## config.mk

```make
export PLATFORM = sky130hd
export DESIGN_NAME = game_sequencer
export DESIGN_NICKNAME = d
export VERILOG_FILES = /design/src/rtl/game_pkg.sv /design/src/rtl/game_sequencer_step_timer.sv /design/src/rtl/game_sequencer.sv
export SDC_FILE = /design/constraint.sdc
export NUM_CORES = 1
export LEC_CHECK = 0
export BUFFER_PORTS_ARGS = -buffer_cell sky130_fd_sc_hd__buf_4
export CAP_MARGIN = 10
export CORE_UTILIZATION = 50
export DETAILED_ROUTE_END_ITERATION = 10
export HOLD_SLACK_MARGIN = 0.03
export PLACE_DENSITY = 0.67
export SLEW_MARGIN = 0
export SYNTH_ARGS = -nofsm -noshare
export SYNTH_HDL_FRONTEND = slang
export SYNTH_SLANG_ARGS = --single-unit
export TNS_END_PERCENT = 1
```

## constraint.sdc

```tcl
create_clock -name clk -period 4 [get_ports clk]
set_clock_uncertainty 0.1 [all_clocks]
set_input_delay 0.6 -clock clk [delete_from_list [all_inputs] [get_ports clk]]
set_output_delay 0.6 -clock clk [all_outputs]
set_load 0.01 [all_outputs]
```

## src/rtl/game_pkg.sv

```systemverilog
// Shared types and constants for the 8x8 red/green playfield game controller.
package game_pkg;

  typedef enum logic [1:0] {IDLE, PLAY, CHECK, OVER} game_state_t;

  localparam int BIRD_COL = 6;
  localparam int ROWS     = 8;
  localparam int ROW_W    = $clog2(ROWS);
  localparam int SCORE_W  = 8;
  localparam logic [SCORE_W-1:0] SCORE_MAX = '1;

  // Step period shrinks by TICK_DIV/8 for every 8 points, never below TICK_DIV/4.
  function automatic int step_period(input int tick_div, input int score_v);
    int sub;
    int floor_p;
    sub     = (score_v / 8) * (tick_div / 8);
    floor_p = tick_div / 4;
    if (tick_div - sub < floor_p) return floor_p;
    return tick_div - sub;
  endfunction

endpackage

```

## src/rtl/game_sequencer_step_timer.sv

```systemverilog
// Game-step divider: free-running tick counter that wraps after `period` cycles while run is high.
module step_timer #(
  parameter int TW = 8
) (
  input  logic          clk,
  input  logic          reset_n,
  input  logic          run,
  input  logic [TW-1:0] period,
  output logic          wrap
);

  logic [TW-1:0] tick;

  // >= keeps the wrap safe if the period shrinks below the current count
  assign wrap = run && (tick >= period - TW'(1));

  always_ff @(posedge clk or negedge reset_n) begin
    if (!reset_n)          tick <= '0;
    else if (!run || wrap) tick <= '0;
    else                   tick <= tick + TW'(1);
  end

endmodule

```

## src/rtl/game_sequencer.sv

```systemverilog
// Top-level game controller: step timing, bird motion, collision check and scoring.
// Optional macro SEQ_SPEEDUP_EN shortens the step period as the score grows.
module game_sequencer
  import game_pkg::*;
#(
  parameter int TICK_DIV    = 25000000,
  parameter int FLAP_ROWS   = 2,
  parameter int PIPE_PERIOD = 4,
  parameter int START_ROW   = 3
) (
  input  logic               clk,
  input  logic               reset_n,
  input  logic               start,
  input  logic               flap,
  input  logic               dead,
  output logic               scroll_en,
  output logic               clear_field,
  output logic [ROW_W-1:0]   bird_row,
  output logic [SCORE_W-1:0] score,
  output logic               playing,
  output logic               game_over
);

  localparam int TW = $clog2(TICK_DIV + 1);
  localparam int SW = $clog2(PIPE_PERIOD + 1);
  localparam logic [ROW_W-1:0] ROW_LAST = ROW_W'(ROWS - 1);

  game_state_t   state, state_nxt;
  logic [TW-1:0] period;
  logic [SW-1:0] step_cnt;
  logic          flap_pending, floor_hit, wrap, run, crash;

  assign run   = (state == PLAY) || (state == CHECK);
  assign crash = dead || floor_hit;

`ifdef SEQ_SPEEDUP_EN
  // Score settles at CHECK; the new period is adopted at the following wrap.
  always_ff @(posedge clk or negedge reset_n) begin
    if (!reset_n)           period <= TW'(TICK_DIV);
    else if (state == IDLE) period <= TW'(TICK_DIV);
    else if (wrap)          period <= TW'(step_period(TICK_DIV, int'(score)));
  end
`else
  assign period = TW'(TICK_DIV);
`endif

  step_timer #(.TW(TW)) u_timer (
    .clk     (clk),
    .reset_n (reset_n),
    .run     (run),
    .period  (period),
    .wrap    (wrap)
  );

  always_ff @(posedge clk or negedge reset_n) begin
    if (!reset_n) state <= IDLE;
    else          state <= state_nxt;
  end

  always_comb begin
    state_nxt = state;
    case (state)
      IDLE:    if (start) state_nxt = PLAY;
      PLAY:    if (wrap)  state_nxt = CHECK;
      CHECK:   state_nxt = crash ? OVER : PLAY;
      OVER:    if (start) state_nxt = IDLE;
      default: state_nxt = IDLE;
    endcase
  end

  always_comb begin
    clear_field = (state == IDLE) && start;
    scroll_en   = (state == PLAY) && wrap;
    playing     = run;
    game_over   = (state == OVER);
  end

  always_ff @(posedge clk or negedge reset_n) begin
    if (!reset_n) begin
      bird_row     <= ROW_W'(START_ROW);
      score        <= '0;
      step_cnt     <= '0;
      flap_pending <= 1'b0;
      floor_hit    <= 1'b0;
    end else begin
      case (state)
        IDLE: if (start) begin
          bird_row     <= ROW_W'(START_ROW);
          score        <= '0;
          step_cnt     <= '0;
          flap_pending <= 1'b0;
          floor_hit    <= 1'b0;
        end
        PLAY: if (wrap) begin
          if (flap_pending)
            bird_row <= (int'(bird_row) >= FLAP_ROWS) ? bird_row - ROW_W'(FLAP_ROWS) : '0;
          else if (bird_row != ROW_LAST)
            bird_row <= bird_row + ROW_W'(1);
          floor_hit    <= !flap_pending && (bird_row == ROW_LAST);
          // a flap on the step edge belongs to the next step
          flap_pending <= flap;
        end else if (flap) begin
          flap_pending <= 1'b1;
        end
        CHECK: begin
          if (flap) flap_pending <= 1'b1;
          if (!crash) begin
            if (step_cnt == SW'(PIPE_PERIOD - 1)) begin
              step_cnt <= '0;
              if (score != SCORE_MAX) score <= score + SCORE_W'(1);
            end else begin
              step_cnt <= step_cnt + SW'(1);
            end
          end
        end
        default: ;
      endcase
    end
  end

endmodule

```

==> results.json <==
{
  "status": "completed",
  "vias_per_cell": 5.52,
  "cts_max_level": 2,
  "p_per_area_nw_per_um2": 253,
  "swShare_pct": 21.1,
  "synth-seq-cells": 43,
  "cts_setup_buffers": 0,
  "reg2reg_depth": 7,
  "drive_gt1_share_pct": 14.2,
  "cp_num_buf_inv": 1,
  "start_util_pct": 53.3,
  "finalSetupViolations": 0,
  "clock_sinks": 43,
  "yosysTopAreaCell": "dfrtp_1",
  "ant_nets": 0,
  "max-cap-violations": 0,
  "async_flop_share_pct": 100,
  "numCtsBuffers": 5,
  "hold_viol": 0,
  "critPathKind": "reg -> out",
  "die-area_um2": 5420,
  "cp_max_fo": 7,
  "max_freq_ghz": 0.338,
  "p_int_mw": 0.562,
  "crit_family": "compound AO/OA/AOI/OAI gates",
  "fp.dieW_um": 73.6,
  "rsz0062_at_grt": "no",
  "yosys.area.top_type_share_pct": 40.0,
  "drtPass1Iterations": 5,
  "ir_drop_mv": 0.231,
  "clockBufferDepth": 2,
  "post-dp-hpwl_um": 3320,
  "antenna_found_initial": 0,
  "n_antenna_cell": 0,
  "tns_ns": 0,
  "p_comb_share_pct": 1.7,
  "finalPower_mw": 0.712,
  "grt_use_total_pct": 20.2,
  "startpoint_type": "flop",
  "cts_tree": "done",
  "max-slew-margin-rel_pct": 38.7,
  "drv_slew": 0,
  "io_buffers": 19,
  "dp.cells": 354,
  "clkPwrFrac_pct": 37.2,
  "cp.depth": 7,
  "vias": 1999,
  "grt_overflow": 0,
  "grt_pass1_wl_um": 8410,
  "period_needed_ns": 2.96,
  "num_rows": 25,
  "slowest_delay_ns": 0.48,
  "p_switching_mw": 0.150,
  "worstHoldPathType": "in -> async",
  "path_clk_slew_ns": 0.08,
  "yosys_warnings": 0,
  "synth_fp_nets": 293,
  "critPathSlowestCell": "a2111o_1",
  "drc": 0,
  "cp.arrival_ns": 2.26,
  "io-pin-count": 20,
  "grt_max_degree": 44,
  "stdcell_count": 362,
  "place.gp.congestion": 0.784,
  "seqPwrFrac_pct": 61.0,
  "post_drt_wl_per_cell_um": 13.3,
  "ys_dominant_reg_cell": "dfrtp_1",
  "syn-instance-count": 277,
  "yosysSeqAreaShare_pct": 42.0,
  "synth_area_um2": 2570,
  "core_um2": 4820,
  "cts-resized-gates": 0,
  "min_period_over_period_pct": 74.0,
  "avgSynthCellArea_um2": 9.26,
  "cp-end-kind": "primary output",
  "final_nets": 310,
  "grt_pass1_vias": 1785,
  "die_y_um": 73.6,
  "leakage_nw": 1.26,
  "clk_latency_ns": 0.29,
  "hold_buffers": 0,
  "finalCoreUtilization_pct": 58.4,
  "root_buffer": "clkbuf_8",
  "synth_edf_count": 0,
  "crit_chain": "ha_1 > a21o_1 > a2111o_1 > nand4_4 > and3_4 > nor2_1 > buf_4",
  "synth_area_leaders": "dfrtp_1 (40%), ha_1 (5.4%), nor2_1 (5.1%), xnor2_1 (4.8%), nand2_1 (4.5%)",
  "critPathRequiredTime_ns": 3.30,
  "syn2layout_area_growth_pct": 9.56,
  "worst_slew_pin_slew_ns": 0.914,
  "drtIter0Drc": 129,
  "synth_cell_types": 52,
  "drt_wl_total_um": 4810
}
## cell usage in the layout (no fill, tap or decap), types with 3 or more instances in the layout
cell type   n
nor2_1     35
a31oi_1     4
xnor2_1    14
and3_1      6
and2_1      4
nand3b_1    5
dfrtp_1    41
ha_1       11
nor3_1      5
clkbuf_1    3
nand2_1    31
nor2_2      6
clkbuf_8    5
o21ai_0     8
o221ai_1    6
nand3_1    12
buf_4      19
nand2b_1    5
xor2_1      8
inv_1      15
a21oi_1     6
nand4_1    10
## worst paths after layout
path,start,end,slack [ns]
min reg2reg,step_cnt[2],step_cnt[2],0.39
max,u_timer.tick[0],scroll_en,1.04
max reg2reg,state[0],score[6],1.26
min,reset_n,score[3],0.19
min in group clk,step_cnt[2],step_cnt[2],0.39
max in group asynchronous,reset_n,bird_row[1],3.23
## area by class of cell
class / count / area, um2
Fill cell: 438 / 2010
Multi-Input combinational cell: 210 / 1370
Sequential cell: 43 / 1080
Timing Repair Buffer: 19 / 143
Tap cell: 67 / 83.8
Clock buffer: 8 / 80.1
Inverter: 15 / 56.3
## state kept, by name, summed over array words and instances (netlist names)
name / flops
flap_pending: 1
step_cnt: 3
u_timer.tick: 25
bird_row: 3
floor_hit: 1
state: 2
score: 8
## logic make-up after synthesis
| family | Yosys count | share of synthesized area (%) |
|---|---|---|
| and+or+nand+nor | 134 | 28.0 |
| xor gates and xnor gates | 22 | 7.51 |
| DFF | 43 | 42.0 |
| muxes | 2 | 0.829 |
| adders and majority gates | 11 | 5.36 |
| buffers and inverters | 24 | 4.58 |
| AOI/OAI and AO/OA | 41 | 11.7 |
## per-stage QoR
stage / worst slack [ns] / instance area [um2] / hold WS, ns
5_1_grt: 0.924 / 2810 / 0.227
3_5_place_dp: 1.25 / 2730 / 0.375
3_3_place_gp: 1.37 / 2730 / 0.362
4_1_cts: 1.04 / 2810 / 0.208
2_1_floorplan: 1.54 / 2570 / 0.204
6_report: 1.04 / 2810 / 0.187
## cell usage after synthesis (4+ instances only)
| library cell | instances |
|---|---|
| ha_1 | 11 |
| nand3_1 | 12 |
| nand4_1 | 10 |
| xor2_1 | 8 |
| clkbuf_1 | 4 |
| nand2b_1 | 5 |
| o221ai_1 | 6 |
| and2_1 | 4 |
| o21ai_0 | 8 |
| nor2_2 | 6 |
| inv_1 | 15 |
| nor3_1 | 5 |
| xnor2_1 | 14 |
| and3_1 | 6 |
| nor2_1 | 35 |
| a31oi_1 | 4 |
| a21oi_1 | 6 |
| dfrtp_1 | 41 |
| nand3b_1 | 5 |
| nand2_1 | 31 |
## metal layers
layer	up-vias	track usage [%]	routed length [um]
li1	1009	-	-
met1	957	28.9	2450
met2	28	31.2	2160
met3	5	4.12	157
met4	0	5.77	44
met5	-	0	0
## power groups by stage
stage	Sequential [mW]	Clock, mW	Combinational [mW]
final	0.434	0.265	0.0124
after floorplan	0.443	0	0.000922
after global placement	0.443	0	0.0134
after global routing	0.434	0.291	0.0146
after detailed placement	0.443	0	0.0132
after CTS	0.434	0.274	0.0133
Note: power is estimated with default switching activity, not from simulation.
